--- src/rtl/sorted_array_serializer.sv ---
// -----------------------------------------------------------------------------
// sorted_array_serializer
//
// Captures one N-element signed array (normally the sorter's output bus) under
// a valid/ready handshake, then streams the elements out one per cycle, index 0
// first, on a valid/ready stream with a last marker. While capturing, it also
// checks that the frame is in the expected order. The verdict is flagged on
// order_err_o for every beat of that frame; the check never alters the data.
//
// Handshake rule (both sides): a transfer happens on a rising clk edge where
// valid and ready are both 1. A producer holds valid and its payload stable
// until that edge. ready_o depends only on state and ready_i, never on valid_i.
//
// Ports:
//   clk_i        in   clock, rising edge
//   rst_ni       in   asynchronous active-low reset
//   array_i      in   N x W signed frame, element 0 first
//   valid_i      in   array_i holds a frame to capture
//   ready_o      out  a frame can be captured this cycle
//   data_o       out  current element (0 when idle)
//   valid_o      out  data_o/index_o/last_o/order_err_o are valid
//   ready_i      in   downstream accepts the current element
//   last_o       out  current element is index N-1
//   index_o      out  index of the current element
//   order_err_o  out  captured frame violated the DESCEND order
//   state_o      out  debug: FSM state (0 = IDLE, 1 = SEND)
// -----------------------------------------------------------------------------
module sorted_array_serializer #(
   parameter int N       = 8,
   parameter int W       = 32,
   parameter bit DESCEND = 1'b0,
   localparam int IDX_W  = $clog2(N)
) (
   input  logic                clk_i,
   input  logic                rst_ni,
   input  logic signed [W-1:0] array_i [N],
   input  logic                valid_i,
   output logic                ready_o,
   output logic signed [W-1:0] data_o,
   output logic                valid_o,
   input  logic                ready_i,
   output logic                last_o,
   output logic [IDX_W-1:0]    index_o,
   output logic                order_err_o,
   output logic                state_o
);

   typedef enum logic {
      IDLE = 1'b0,
      SEND = 1'b1
   } state_t;

   state_t              r_state;
   state_t              w_state_nxt;
   logic [IDX_W-1:0]    r_index;
   logic [IDX_W-1:0]    w_index_nxt;
   logic signed [W-1:0] r_mem [N];
   logic                r_err;
   logic                w_capture;
   logic                w_last;
   logic                w_order_err;

   assign w_last = (r_state == SEND) && (r_index == IDX_W'(N - 1));

   // Adjacent-pair signed comparison over the incoming frame; equal
   // neighbours are legal in either direction.
   always_comb begin
      w_order_err = 1'b0;
      for (int i = 0; i < N - 1; i++) begin
         if (DESCEND) begin
            if (array_i[i] < array_i[i+1]) w_order_err = 1'b1;
         end else begin
            if (array_i[i] > array_i[i+1]) w_order_err = 1'b1;
         end
      end
   end

   // Next-state and capture decision. The last accepted beat may capture a
   // new frame in the same cycle, which keeps back-to-back frames bubble-free.
   always_comb begin
      w_state_nxt = r_state;
      w_index_nxt = r_index;
      w_capture   = 1'b0;
      case (r_state)
         IDLE: begin
            if (valid_i) begin
               w_capture   = 1'b1;
               w_state_nxt = SEND;
               w_index_nxt = '0;
            end
         end
         SEND: begin
            if (ready_i) begin
               if (w_last) begin
                  w_index_nxt = '0;
                  if (valid_i) begin
                     w_capture   = 1'b1;
                     w_state_nxt = SEND;
                  end else begin
                     w_state_nxt = IDLE;
                  end
               end else begin
                  w_index_nxt = r_index + IDX_W'(1);
               end
            end
         end
         default: begin
            w_state_nxt = IDLE;
            w_index_nxt = '0;
         end
      endcase
   end

   always_ff @(posedge clk_i or negedge rst_ni) begin
      if (!rst_ni) begin
         r_state <= IDLE;
         r_index <= '0;
         r_err   <= 1'b0;
      end else begin
         r_state <= w_state_nxt;
         r_index <= w_index_nxt;
         if (w_capture) r_err <= w_order_err;
      end
   end

   // Frame storage needs no reset: it is only read while in SEND, which is
   // reachable only through a capture.
   always_ff @(posedge clk_i) begin
      if (w_capture) begin
         for (int i = 0; i < N; i++) r_mem[i] <= array_i[i];
      end
   end

   assign valid_o     = (r_state == SEND);
   assign ready_o     = (r_state == IDLE) || (ready_i && w_last);
   assign last_o      = w_last;
   assign index_o     = r_index;
   assign data_o      = valid_o ? r_mem[r_index] : '0;
   assign order_err_o = valid_o & r_err;
   assign state_o     = r_state;

endmodule

--- config.mk ---
export PLATFORM = sky130hd
export DESIGN_NAME = sorted_array_serializer
export DESIGN_NICKNAME = d
export VERILOG_FILES = /design/src/rtl/sorted_array_serializer.sv
export SDC_FILE = /design/constraint.sdc
export NUM_CORES = 1
export LEC_CHECK = 0
export CAP_MARGIN = 10
export CORE_MARGIN = 1.5
export CORE_UTILIZATION = 48
export DETAILED_ROUTE_END_ITERATION = 12
export HOLD_SLACK_MARGIN = 0.03
export PLACE_DENSITY_LB_ADDON = 0.2
export SYNTH_ARGS = -nofsm -noshare
export SYNTH_HDL_FRONTEND = slang
export SYNTH_SLANG_ARGS = --single-unit
--- constraint.sdc ---
create_clock -name clk_i -period 7.6 [get_ports clk_i]
set_clock_uncertainty 0.1 [all_clocks]
set_input_delay 0.76 -clock clk_i [delete_from_list [all_inputs] [get_ports clk_i]]
set_output_delay 0.76 -clock clk_i [all_outputs]
set_load 0.005 [all_outputs]
Word level (Yosys, flattened, before mapping)

Memories as Yosys holds them, arrays and structs flattened.
Cells that the tools add are included.

Register bits after elaboration: 5
Latch bits: 0
RAM bits: 256
Bits in read-only memories: 0
Output and inout bits: 40
Word-level logic and storage cells: 42
Memories: 1

Add/subtract/negate cells: 1
Multipliers: 0
Div/mod/pow operators: 0
Order comparisons: 7
Equality and inequality tests: 3
Shift-type cells: 0
Mux-type cells: 21
Bitwise gates (word level): 2
Reduce and logical (&&, ||, !) cells: 4

Memories:

| name  | words | bits a word | rd ports | clocked after Yosys merged registers in | write ports | RTL line | RTL |
|---|---|---|---|---|---|---|---|
| r_mem | 8     | 32          | 1        | 0                                       | 8           | 57       | `logic signed [W-1:0] r_mem [N];` |

Operator list:

| cell                                          | number |
|---|---|
| > comparator 32 bit                           | 7 |
| two-way mux 32 bit                            | 1 |
| two-way mux 1 bit                             | 14 |
| two-way mux 3 bit                             | 3 |
| one-hot mux 3 bit (2 select lines)            | 1 |
| inequality test 2 bit (second input constant) | 2 |
| one-hot mux 1 bit (2 select lines)            | 2 |
| adder 3 x 1 -> 3 bit (second input constant)  | 1 |
| == test 3 bit (second input constant)         | 1 |
| logical AND 1 bit                             | 2 |
| AND reduction 2 bit                           | 1 |
| bitwise AND 1 bit                             | 1 |
| logical OR 1 bit                              | 1 |
| NOT 1 bit                                     | 1 |

Longest topological paths before layout

Gate-level depths: netlist of the first run.

Depth after elaboration: 8
Gate-level depth with buffers: 10
Mapped depth without buffers: 10

Least setup slack after synthesis of the first run

OpenSTA, ideal clock, no wires.

Path type: input to register
From: in ready_i
To: mem r_mem[0][0] (enable)
Setup time: 651 ps
Data arrival time: 6776 ps
Path slack: 72 ps
Stages: 3
Cell sequence: nand2_1 nand2_1 and2_1

RTL lines:

| item               | RTL line | RTL |
|---|---|---|
| start: declaration | 41       | `input logic ready_i,` |
| end: declaration   | 57       |  |

Worst setup path after layout of the first run

From: reg r_index[0] (netlist: index_o[0])
To: out data_o[15]

Word-level cells in the longest chain between the ends: 2

Ends and longest elaborated chain:

| item                     | RTL line | RTL |
|---|---|---|
| start: declaration       | 55       | `logic [IDX_W-1:0] r_index;` |
| start signal: assignment | 121      | `r_index <= w_index_nxt;` |
| memory read (8 x 32 bit) | -        |  |
| two-way mux 32 bit       | 138      | `assign data_o = valid_o ? r_mem[r_index] : '0;` |
| end: declaration         | 39       | `output logic signed [W-1:0] data_o,` |

No other way between the ends.

==> impl_metrics.env, run 1 <==
export IMPL_clk_path_buf_depth=3
export IMPL_initial_antenna_violation_count=6
export IMPL_drt_first_iter_violations=850
export IMPL_asyncSetResetFlopFracSynth_pct=1.92
export IMPL_postSynthAreaPerCell_um2=12.4
export IMPL_drt_vias_per_instance=5.65
export IMPL_crit_path_end="data_o[15]"
export IMPL_cts_made_buffers=29
export IMPL_fp_dieH_um=184
export IMPL_most_repeated_cell_in_the_gate_level_netlist_after_synthesis="sky130_fd_sc_hd__edfxtp_1"
export IMPL_cts_tree="done"
export IMPL_gp_congestion=0.876
export IMPL_hold_buffers=0
export IMPL_leakage_dissipation_nw=8.33
export IMPL_drcViolationCount=0
export IMPL_synth_largest_area_cell="sky130_fd_sc_hd__edfxtp_1"
export IMPL_sequential_cell_area_mm2=0.00782
export IMPL_reg2regPathDepth=6
export IMPL_fmaxAchievable_mhz=225
export IMPL_floorplan_core_area_mm2=0.0319
export IMPL_timing_rr_start="index_o[0]$_DFFE_PN0P_"
export IMPL_detail_route_antenna_nets=0
export IMPL_r2r_slack_ns=3.90
export IMPL_clock_root_buffer="sky130_fd_sc_hd__clkbuf_16"
export IMPL_n_fill_cell=2542
export IMPL_p_sw_share_pct=31.3
export IMPL_cp_endpoint_kind="output port"
export IMPL_multi_input_comb_area_mm2=0.00691
export IMPL_number_of_enable_type_register_cells_in_the_synthesized_netlist=256
export IMPL_synth_cells_most_frequent="sky130_fd_sc_hd__edfxtp_1 (256), sky130_fd_sc_hd__ha_1 (226), sky130_fd_sc_hd__inv_1 (224)"
export IMPL_critical_path_class="reg2out"
export IMPL_worstHoldPathType="in2async"
export IMPL_timing_critical_path_from_type="register"
export IMPL_yosys_area_top_type_share_pct=49.0
export IMPL_layout_area_overhead_vs_synth_pct=27.9
export IMPL_final_core_util_pct=62.9
export IMPL_numPortBuffers=299
export IMPL_dr_pass1_iters=5
export IMPL_synth_yosys_warnings=0
export IMPL_final_setup_tns_ns=0
export IMPL_yosys_register_bits=261
export IMPL_power_density_cell_area_mw_per_mm2=243
export IMPL_grt_remaining_overflow=0
export IMPL_clkPwrFrac_pct=26.5
export IMPL_io_pin_count=300
export IMPL_report_final_setup_viol=0
export IMPL_number_of_global_route_vias_before_repair=11700
export IMPL_post_cts_resize_count=0
export IMPL_drv_slew=0
export IMPL_numClockSinks=261
export IMPL_power_frac_comb_pct=36.3
export IMPL_hold_violations=0
export IMPL_synthCells=1261
export IMPL_critical_path_peak_fanout=35
export IMPL_synth_net_count=1747
export IMPL_synth_seq_area_share_pct=49.8
export IMPL_timing_final_crit_share_pct=58.5
export IMPL_seqPwrFrac_pct=37.1
export IMPL_routed_wire_length_per_instance_um=22.2
export IMPL_die_w_um=184
export IMPL_die_area_mm2=0.0337
export IMPL_p_int_mw=3.35
export IMPL_grt_first_pass_wirelength_um=66400
export IMPL_required_time_of_the_critical_path_ns=6.74
export IMPL_postRouteWirelength_um=45000
export IMPL_htree_levels=1
export IMPL_synth_top_flop_cell="sky130_fd_sc_hd__edfxtp_1"
export IMPL_status="finished clean"
export IMPL_max_slew_worst_pin_slew_ns=1.10
export IMPL_reg2reg_to="r_mem[0][13]$_DFFE_PP_"
export IMPL_rsz0062_at_grt="false"
export IMPL_drive_gt1_share_pct=7.43
export IMPL_total_number_of_nets_in_the_final_design=2056
export IMPL_grt_start_max_net_pins=131
export IMPL_route_vias_total=11500
export IMPL_cts_repair_timing_setup_buffer_count=0
export IMPL_clk_pin_slew_ns=0.06
export IMPL_starting_utilization_of_the_core_area_pct=49.2
export IMPL_track_usage_pct=26.7
export IMPL_max_cap_violation_count=0
export IMPL_power_switching_mw=1.53
export IMPL_yosys_cell_types_count=47
export IMPL_fp_row_count=65
export IMPL_clkLatencyLatePin_ns=0.55
export IMPL_synthTopCellsByArea="sky130_fd_sc_hd__edfxtp_1 (49%), sky130_fd_sc_hd__ha_1 (18%), sky130_fd_sc_hd__mux4_2 (9.2%)"
export IMPL_maximum_resistive_drop_on_vdd_mv=0.182
export IMPL_crit_arrival_ns=3.59
export IMPL_hpwlAfterDp_um=35100
export IMPL_syn_area_mm2=0.0157
export IMPL_max_slew_margin_rel_pct=26.8
export IMPL_layout_min_cycle_time_ns=4.45
export IMPL_critPathLaunch="index_o[0]$_DFFE_PN0P_"
-- how the worst min path moves through the flow --
stage	startpoint	to	slack (ns)	cells past startpoint
4_1_cts	rst_ni	index_o[0]$_DFFE_PN0P_	0.32	1
2_1_floorplan	rst_ni	index_o[0]$_DFFE_PN0P_	0.36	0
3_5_place_dp	r_err$_DFFE_PN0P_	r_err$_DFFE_PN0P_	0.46	2
5_1_grt	rst_ni	index_o[1]$_DFFE_PN0P_	0.33	1
6_report	rst_ni	index_o[0]$_DFFE_PN0P_	0.33	1
3_3_place_gp	r_err$_DFFE_PN0P_	r_err$_DFFE_PN0P_	0.47	2
-- cells in the final DEF (no fill, tap or decap), drive strengths merged, types with 3 or more instances in the layout --
| cell type | n |
|---|---|
| clkinv | 19 |
| and2 | 3 |
| a2111oi | 5 |
| ha | 226 |
| a21o | 34 |
| inv | 224 |
| o211ai | 10 |
| edfxtp | 256 |
| mux2i | 6 |
| a21boi | 36 |
| nor4 | 5 |
| nor3 | 6 |
| nand2 | 101 |
| clkdlybuf4s50 | 299 |
| o21ai | 25 |
| nand4 | 53 |
| diode | 6 |
| mux4 | 64 |
| nand2b | 3 |
| a21oi | 77 |
| clkbuf | 31 |
| buf | 6 |
| nor2 | 17 |
| a211oi | 17 |
| nor2b | 9 |
| dfrtp | 5 |
| nand3 | 31 |
-- per-stage QoR --
stage | power (mW) | hold WS, ns | area (µm²) | instances | setup slack [ns]
after floorplan | 2.77 | 0.364 | 15700 | 1261 | 0.0723
after detailed placement | 3.60 | 0.465 | 19200 | 1973 | 3.62
after CTS | 4.89 | 0.320 | 20000 | 2023 | 3.03
after global placement | 3.58 | 0.470 | 19200 | 1973 | 3.60
final | 4.87 | 0.334 | 20000 | 2030 | 3.15
after global routing | 5.09 | 0.331 | 20000 | 2030 | 2.91
-- power by group through the flow --
stage               registers (mW)  clock network [mW]  logic [mW]
floorplan                     1.80                   0       0.970
global placement              1.84                   0        1.74
detailed placement            1.85                   0        1.76
CTS                           1.82                1.31        1.77
global route                  1.83                1.36        1.90
finish                        1.81                1.29        1.77
-- layout make-up --
| class | count | area share [%] |
|---|---|---|
| Antenna cell | 6 | 0.0749 |
| Timing Repair Buffer | 305 | 15.3 |
| Inverter | 225 | 4.21 |
| Clock inverter | 19 | 0.543 |
| Sequential cell | 261 | 39.0 |
| Clock buffer | 31 | 3.66 |
| Tap cell | 435 | 2.72 |
| Multi-Input combinational cell | 748 | 34.5 |
-- worst max-delay path, stage by stage (launching register included) --
cell	delay (ns)
sky130_fd_sc_hd__dfrtp_4	0.92
sky130_fd_sc_hd__buf_4	0.70
sky130_fd_sc_hd__mux4_2	0.38
sky130_fd_sc_hd__nand2_1	0.06
sky130_fd_sc_hd__a21boi_0	0.36
sky130_fd_sc_hd__clkdlybuf4s50_1	0.58
-- state kept, by name (all words and copies together), names as in the netlist --
signal,count
r_mem,256
index_o,3
state_o,1
r_err,1
-- logic make-up (layout without fill, tap and decap cells) --
group           after synthesis  after routing  synth area share (%)
flops                       261            261                  49.8
xor+xnor                      1              1                0.0559
compound gates              213            213                  8.91
simple gates                236            236                  7.31
buf+inv                     252            580                  6.11
fa+ha+maj                   226            226                  18.0
mux                          72             72                  9.72
other cells                   0              6                     0
-- per-layer routing --
metal  GRT usage (%)  routed length [µm]
met3            3.92                3110
met5               0                   0
met4            9.31                1290
met2            42.9               21000
met1            37.1               19700
Power figures use the tool's default switching activity.
==> inputs of run 2 (changes only) <==
--- a/config.mk
+++ b/config.mk
@@ -7,7 +7,7 @@
 export LEC_CHECK = 0
 export CAP_MARGIN = 10
 export CORE_MARGIN = 1.5
-export CORE_UTILIZATION = 48
+export CORE_UTILIZATION = 52
 export DETAILED_ROUTE_END_ITERATION = 12
 export HOLD_SLACK_MARGIN = 0.03
 export PLACE_DENSITY_LB_ADDON = 0.2
==> constraint.sdc (replaced) <==
create_clock -name clk_i -period 4.7 [get_ports clk_i]
set_clock_uncertainty 0.1 [all_clocks]
set_input_delay 0.47 -clock clk_i [delete_from_list [all_inputs] [get_ports clk_i]]
set_output_delay 0.47 -clock clk_i [all_outputs]
set_load 0.005 [all_outputs]
==> run 2 against run 1 <==
  * Clock power increased by 94%
  * Sequential cell count unchanged
  * Count of clock-buffer cells in the layout increased by 15
  * Global-route usage increased by 2.1 points
  * Register-to-register slack got worse by 2.2 ns
  * Final area increased by 1.1%
  * Final cell count decreased by 1.8%
  * Sequential share of layout area decreased by 0.43 points
  * Non-clock buffer count increased by 6
  * Core utilization increased by 5.5 points
  * Combinational power increased by 60%
  * Setup slack got worse by 2.2 ns
  * Highest routed layer unchanged
==> impl_metrics.env, run 2 (synthesis gave the netlist of run 1 again) <==
export IMPL_maximum_resistive_drop_on_vdd_mv=0.263
export IMPL_required_time_of_the_critical_path_ns=4.13
export IMPL_max_slew_margin_rel_pct=41.4
export IMPL_biggest_cell_delay_along_the_critical_path_ns=0.97
export IMPL_timing_rr_start="index_o[0]$_DFFE_PN0P_"
export IMPL_post_cts_resize_count=0
export IMPL_numPortBuffers=299
export IMPL_report_final_setup_viol=0
export IMPL_die_area_mm2=0.0312
export IMPL_floorplan_core_area_mm2=0.0296
export IMPL_routed_wire_length_per_instance_um=22.4
export IMPL_hold_violations=0
export IMPL_mostFrequentLayoutCell="sky130_fd_sc_hd__clkdlybuf4s50_1"
export IMPL_dr_pass1_iters=5
export IMPL_grt_start_max_net_pins=131
export IMPL_clk_pin_slew_ns=0.07
export IMPL_reg2regPathDepth=6
export IMPL_cts_repair_timing_setup_buffer_count=0
export IMPL_numClockSinks=261
export IMPL_final_setup_tns_ns=0
export IMPL_instances_no_fill=1994
export IMPL_drv_slew=0
export IMPL_crit_path_cell_trace="buf_4, mux4_2, nand2_1, a21boi_0, clkdlybuf4s50_1"
export IMPL_status="finished clean"
export IMPL_number_of_global_route_vias_before_repair=11700
export IMPL_reg2reg_to="r_mem[0][3]$_DFFE_PP_"
export IMPL_gp_congestion=0.908
export IMPL_drive_gt1_share_pct=8.31
export IMPL_postRouteWirelength_um=44700
export IMPL_crit_buf_inv=2
export IMPL_n_fill_cell=2195
export IMPL_placement_setup_worst_slack_ns=1.14
export IMPL_clock_root_buffer="sky130_fd_sc_hd__clkbuf_16"
export IMPL_route_vias_total=11500
export IMPL_grt_remaining_overflow=0
export IMPL_registers_top_by_ff_count="r_mem"
export IMPL_timing_critical_path_from_type="register"
export IMPL_drcViolationCount=0
export IMPL_max_slew_worst_pin_slew_ns=0.879
export IMPL_critical_path_class="reg2out"
export IMPL_max_cap_violation_count=0
export IMPL_cts_made_buffers=30
export IMPL_post_dp_cell_area_mm2=0.0192
export IMPL_layout_area_overhead_vs_synth_pct=29.3
export IMPL_power_density_cell_area_mw_per_mm2=411
export IMPL_total_number_of_nets_in_the_final_design=2063
export IMPL_hpwlAfterDp_um=34800
export IMPL_post_layout_total_power_mw=8.32
export IMPL_htree_levels=1
export IMPL_crit_cells=5
export IMPL_place_inst=1934
export IMPL_r2r_slack_ns=1.70
export IMPL_starting_utilization_of_the_core_area_pct=52.9
export IMPL_fp_dieH_um=177
export IMPL_crit_family="flip-flops"
export IMPL_drt_vias_per_instance=5.76
export IMPL_fp_row_count=63
export IMPL_largest_register_ffs=256
export IMPL_clkLatencyLatePin_ns=0.55
export IMPL_leakage_dissipation_nw=8.46
export IMPL_fmaxAchievable_mhz=268
export IMPL_die_w_um=177
export IMPL_clk_path_buf_depth=3
export IMPL_grt_first_pass_wirelength_um=66600
export IMPL_rsz0062_at_grt="false"
export IMPL_initial_antenna_violation_count=3
export IMPL_io_pin_count=300
export IMPL_worstHoldPathType="in2async"
export IMPL_critical_path_peak_fanout=38
export IMPL_finalInstanceArea_mm2=0.0203
export IMPL_cp_endpoint_kind="output port"
export IMPL_timing_final_crit_share_pct=79.3
export IMPL_track_usage_pct=28.8
export IMPL_cts_tree="done"
export IMPL_crit_arrival_ns=3.16
export IMPL_worst_path_max_delay_cell="sky130_fd_sc_hd__dfrtp_4"
export IMPL_mostFrequentLayoutCells="sky130_fd_sc_hd__clkdlybuf4s50_1 (299), sky130_fd_sc_hd__edfxtp_1 (256), sky130_fd_sc_hd__ha_1 (226)"
export IMPL_hold_buffers=0
export IMPL_drt_first_iter_violations=905
export IMPL_detail_route_antenna_nets=0
export IMPL_layout_min_cycle_time_ns=3.73
export IMPL_setup_ws_ns=0.975
## run 2: cell count changes in the layout (fill, tap and decap cells not counted)
| cell | before | now |
|---|---|---|
| sky130_fd_sc_hd__buf_12 | 1 | 3 |
| sky130_fd_sc_hd__buf_4 | 4 | 8 |
| sky130_fd_sc_hd__bufinv_16 | 1 | 4 |
| sky130_fd_sc_hd__clkbuf_1 | 2 | 8 |
| sky130_fd_sc_hd__clkbuf_16 | 29 | 31 |
| sky130_fd_sc_hd__clkbuf_8 | 0 | 7 |
| sky130_fd_sc_hd__clkinv_1 | 10 | 1 |
| sky130_fd_sc_hd__clkinv_2 | 9 | 4 |
| sky130_fd_sc_hd__clkinvlp_4 | 0 | 1 |
| sky130_fd_sc_hd__diode_2 | 6 | 3 |
| sky130_fd_sc_hd__inv_8 | 0 | 1 |
## run 2: layout make-up
class / count / area, µm² / area share (%)
Antenna cell: 3 / 7.51 / 0.0370
Clock buffer: 46 / 902 / 4.45
Clock inverter: 10 / 159 / 0.784
Inverter: 225 / 845 / 4.17
Multi-Input combinational cell: 748 / 6910 / 34.1
Sequential cell: 261 / 7820 / 38.6
Tap cell: 390 / 488 / 2.41
Timing Repair Buffer: 311 / 3140 / 15.5
## run 2: power breakdown
part | internal (mW) | total [mW] | switching (mW)
clock network | 1.54 | 2.50 | 0.961
logic | 1.50 | 2.83 | 1.32
registers | 2.78 | 3.00 | 0.217
total | 5.82 | 8.32 | 2.50
## run 2: worst max-delay path by stage
stage / endpoint / startpoint
detailed placement: r_err$_DFFE_PN0P_ / array_i[223]
CTS: data_o[20] / index_o[0]$_DFFE_PN0P_
global placement: r_err$_DFFE_PN0P_ / array_i[223]
global route: data_o[4] / index_o[0]$_DFFE_PN0P_
finish: data_o[10] / index_o[0]$_DFFE_PN0P_
floorplan: r_mem[0][0]$_DFFE_PP_ / index_o[1]$_DFFE_PN0P_
## run 2: layer usage
metal	GRT usage [%]	wire [µm]
met5	0	0
met4	9.36	1450
met3	3.92	3180
met2	47.4	21200
met1	39.7	18900
## run 2: per-stage QoR
stage	hold WS, ns	utilization (%)
after global placement	0.429	64.7
final	0.0586	68.4
after global routing	0.0613	68.4
after CTS	0.0515	68.3
after detailed placement	0.446	64.7
after floorplan	0.0744	-
==> inputs of run 3 (changes only) <==
--- a/config.mk
+++ b/config.mk
@@ -7,7 +7,7 @@
 export LEC_CHECK = 0
 export CAP_MARGIN = 10
 export CORE_MARGIN = 1.5
-export CORE_UTILIZATION = 52
+export CORE_UTILIZATION = 48
 export DETAILED_ROUTE_END_ITERATION = 12
 export HOLD_SLACK_MARGIN = 0.03
 export PLACE_DENSITY_LB_ADDON = 0.2
==> constraint.sdc (replaced) <==
create_clock -name clk_i -period 3.4 [get_ports clk_i]
set_clock_uncertainty 0.1 [all_clocks]
set_input_delay 0.34 -clock clk_i [delete_from_list [all_inputs] [get_ports clk_i]]
set_output_delay 0.34 -clock clk_i [all_outputs]
set_load 0.005 [all_outputs]
==> run 3 against run 2 <==
  * Routed wire length is 1.0% higher
  * Sequential share of layout area is 0.60 points lower
  * Count of clock-buffer cells in the layout is 7 lower
  * Sequential power is 34% higher
  * Total power is 38% higher
  * First-iteration DRC count is 2.1% lower
  * Critical path depth is 1 lower
  * Clock power is 32% higher
  * Final cell count is 4.1% higher
  * Via count is 0.48% higher
  * Setup slack worse by 0.79 ns
==> impl_metrics.env, run 3 (synthesis gave the netlist of run 1 again) <==
export IMPL_die_area_mm2=0.0337
export IMPL_critical_path_peak_fanout=14
export IMPL_gp_congestion=0.886
export IMPL_track_usage_pct=26.9
export IMPL_crit_family="flip-flops"
export IMPL_power_switching_mw=3.51
export IMPL_rsz0062_at_grt="false"
export IMPL_gr_busiest_metal="met2"
export IMPL_crit_path_cell_trace="mux4_2, nand2_1, a21boi_0, clkdlybuf4s50_1"
export IMPL_critical_path_class="reg2out"
export IMPL_maximum_resistive_drop_on_vdd_mv=0.482
export IMPL_final_setup_tns_ns=0
export IMPL_grt_remaining_overflow=0
export IMPL_mostFrequentLayoutCells="sky130_fd_sc_hd__clkdlybuf4s50_1 (299), sky130_fd_sc_hd__edfxtp_1 (256), sky130_fd_sc_hd__ha_1 (226)"
export IMPL_timing_final_crit_share_pct=94.6
export IMPL_met2_track_demand_over_resource_in_global_routing_pct=43.0
export IMPL_hpwlAfterDp_um=35900
export IMPL_starting_utilization_of_the_core_area_pct=49.2
export IMPL_worst_path_max_delay_cell="sky130_fd_sc_hd__dfrtp_4"
export IMPL_max_slew_margin_rel_pct=63.9
export IMPL_clkLatencyLatePin_ns=0.55
export IMPL_clkPwrFrac_pct=28.6
export IMPL_timing_critical_path_from_type="register"
export IMPL_crit_buf_inv=1
export IMPL_layout_area_overhead_vs_synth_pct=31.4
export IMPL_biggest_cell_delay_along_the_critical_path_ns=0.64
export IMPL_status="finished clean"
export IMPL_fp_dieH_um=184
export IMPL_total_number_of_nets_in_the_final_design=2099
export IMPL_cp_endpoint_kind="output port"
export IMPL_io_pin_count=300
export IMPL_detail_route_antenna_nets=0
export IMPL_met1_global_route_usage_pct=39.0
export IMPL_routed_wire_length_per_instance_um=21.8
export IMPL_worstHoldPathType="in2reg"
export IMPL_grt_start_max_net_pins=56
export IMPL_grt_first_pass_wirelength_um=67600
export IMPL_final_core_util_pct=64.6
export IMPL_drv_slew=0
export IMPL_fp_row_count=65
export IMPL_dr_pass1_iters=5
export IMPL_route_vias_total=11500
export IMPL_floorplan_core_area_mm2=0.0319
export IMPL_initial_antenna_violation_count=3
export IMPL_postRouteWirelength_um=45200
export IMPL_required_time_of_the_critical_path_ns=2.96
export IMPL_grtUsageMet3_pct=3.35
export IMPL_drt_first_iter_violations=886
export IMPL_max_cap_violation_count=0
export IMPL_power_frac_comb_pct=36.4
export IMPL_registers_top_by_ff_count="r_mem"
export IMPL_leakage_dissipation_nw=8.62
export IMPL_numPortBuffers=299
export IMPL_clk_path_buf_depth=3
export IMPL_cts_made_buffers=30
export IMPL_power_density_cell_area_mw_per_mm2=559
export IMPL_drcViolationCount=0
export IMPL_crit_arrival_ns=2.78
export IMPL_largest_register_ffs=256
export IMPL_clk_pin_slew_ns=0.06
export IMPL_die_w_um=184
export IMPL_cts_tree="done"
export IMPL_report_final_setup_viol=0
export IMPL_numClockSinks=261
export IMPL_max_slew_worst_pin_slew_ns=0.541
export IMPL_mostFrequentLayoutCell="sky130_fd_sc_hd__clkdlybuf4s50_1"
export IMPL_p_int_mw=7.99
export IMPL_layout_min_cycle_time_ns=3.22
export IMPL_fmaxAchievable_mhz=311
export IMPL_drive_gt1_share_pct=9.96
export IMPL_p_sw_share_pct=30.5
export IMPL_seqPwrFrac_pct=35.0
export IMPL_number_of_global_route_vias_before_repair=11700
export IMPL_htree_levels=1
export IMPL_clock_root_buffer="sky130_fd_sc_hd__clkbuf_16"
export IMPL_hold_violations=0
export IMPL_drt_vias_per_instance=5.56
## run 3: power groups by stage
| stage | registers, mW | logic, mW | clock network, mW |
|---|---|---|---|
| finish | 4.03 | 4.19 | 3.29 |
| global route | 4.05 | 4.51 | 3.45 |
| CTS | 4.06 | 4.13 | 3.34 |
| detailed placement | 4.12 | 4.11 | 0 |
| global placement | 4.11 | 4.06 | 0 |
| floorplan | 3.97 | 2.17 | 0 |
## run 3: worst paths after layout
check / start / to / slack [ns] / cells past startpoint
worst max-delay path: index_o[0]$_DFFE_PN0P_ / data_o[0] / 0.18 / 4
worst min-delay path: array_i[12] / r_mem[7][12]$_DFFE_PP_ / 0.26 / 1
worst max register to register: index_o[0]$_DFFE_PN0P_ / r_mem[4][22]$_DFFE_PP_ / 0.81 / 7
worst min register to register: r_err$_DFFE_PN0P_ / r_err$_DFFE_PN0P_ / 0.47 / 2
max in group asynchronous: rst_ni / index_o[0]$_DFFE_PN0P_ / 2.43 / 2
min in group asynchronous: rst_ni / index_o[1]$_DFFE_PN0P_ / 0.52 / 2
## run 3: final cells by class
cell class	count	area, µm²
clock inverters	17	185
inverters	225	845
diodes	3	7.51
fillers	2431	11300
flip-flops and latches	261	7820
well taps	435	544
clock buffers	39	806
repair buffers	347	3480
multi-input cells	748	6910
## run 3: metal layers
layer / vias to the layer above / part of all wire (%) / routed length, µm
li1: 5410 / - / -
met1: 5624 / 45 / 20300
met2: 441 / 46 / 20600
met3: 72 / 6.8 / 3060
met4: 0 / 2.7 / 1230
met5: - / 0 / 0
## run 3: metrics by stage
| stage | power, mW | hold slack (ns) | cell area, µm² | std cells | setup WS, ns |
|---|---|---|---|---|---|
| 6_report | 11.5 | 0.264 | 20600 | 2075 | 0.185 |
| 5_1_grt | 12.0 | 0.253 | 20600 | 2075 | 0.0891 |
| 4_1_cts | 11.5 | 0.236 | 20600 | 2071 | 0.0132 |
| 3_5_place_dp | 8.23 | 0.469 | 19600 | 2014 | 0.0274 |
| 3_3_place_gp | 8.17 | 0.473 | 19600 | 2014 | 0.0394 |
| 2_1_floorplan | 6.14 | -0.0556 | 15700 | 1261 | 0.157 |
## run 3: what timing repair did
action / in CTS / in global routing
resized for setup: 0 / 1
endpoints found under the hold margin: 5 / 0
endpoints found under the setup margin: 0 / 20
hold buffers: 1 / 0
setup buffers: 0 / 1
## run 3: worst reg2reg max path: cells and delay by family (launching register included)
kind,cells,cell delay (ns)
flip-flops,1,0.67
buffers and inverters,2,0.56
AND/OR/NAND/NOR,3,0.52
adder cells (fa/ha/maj),2,0.39
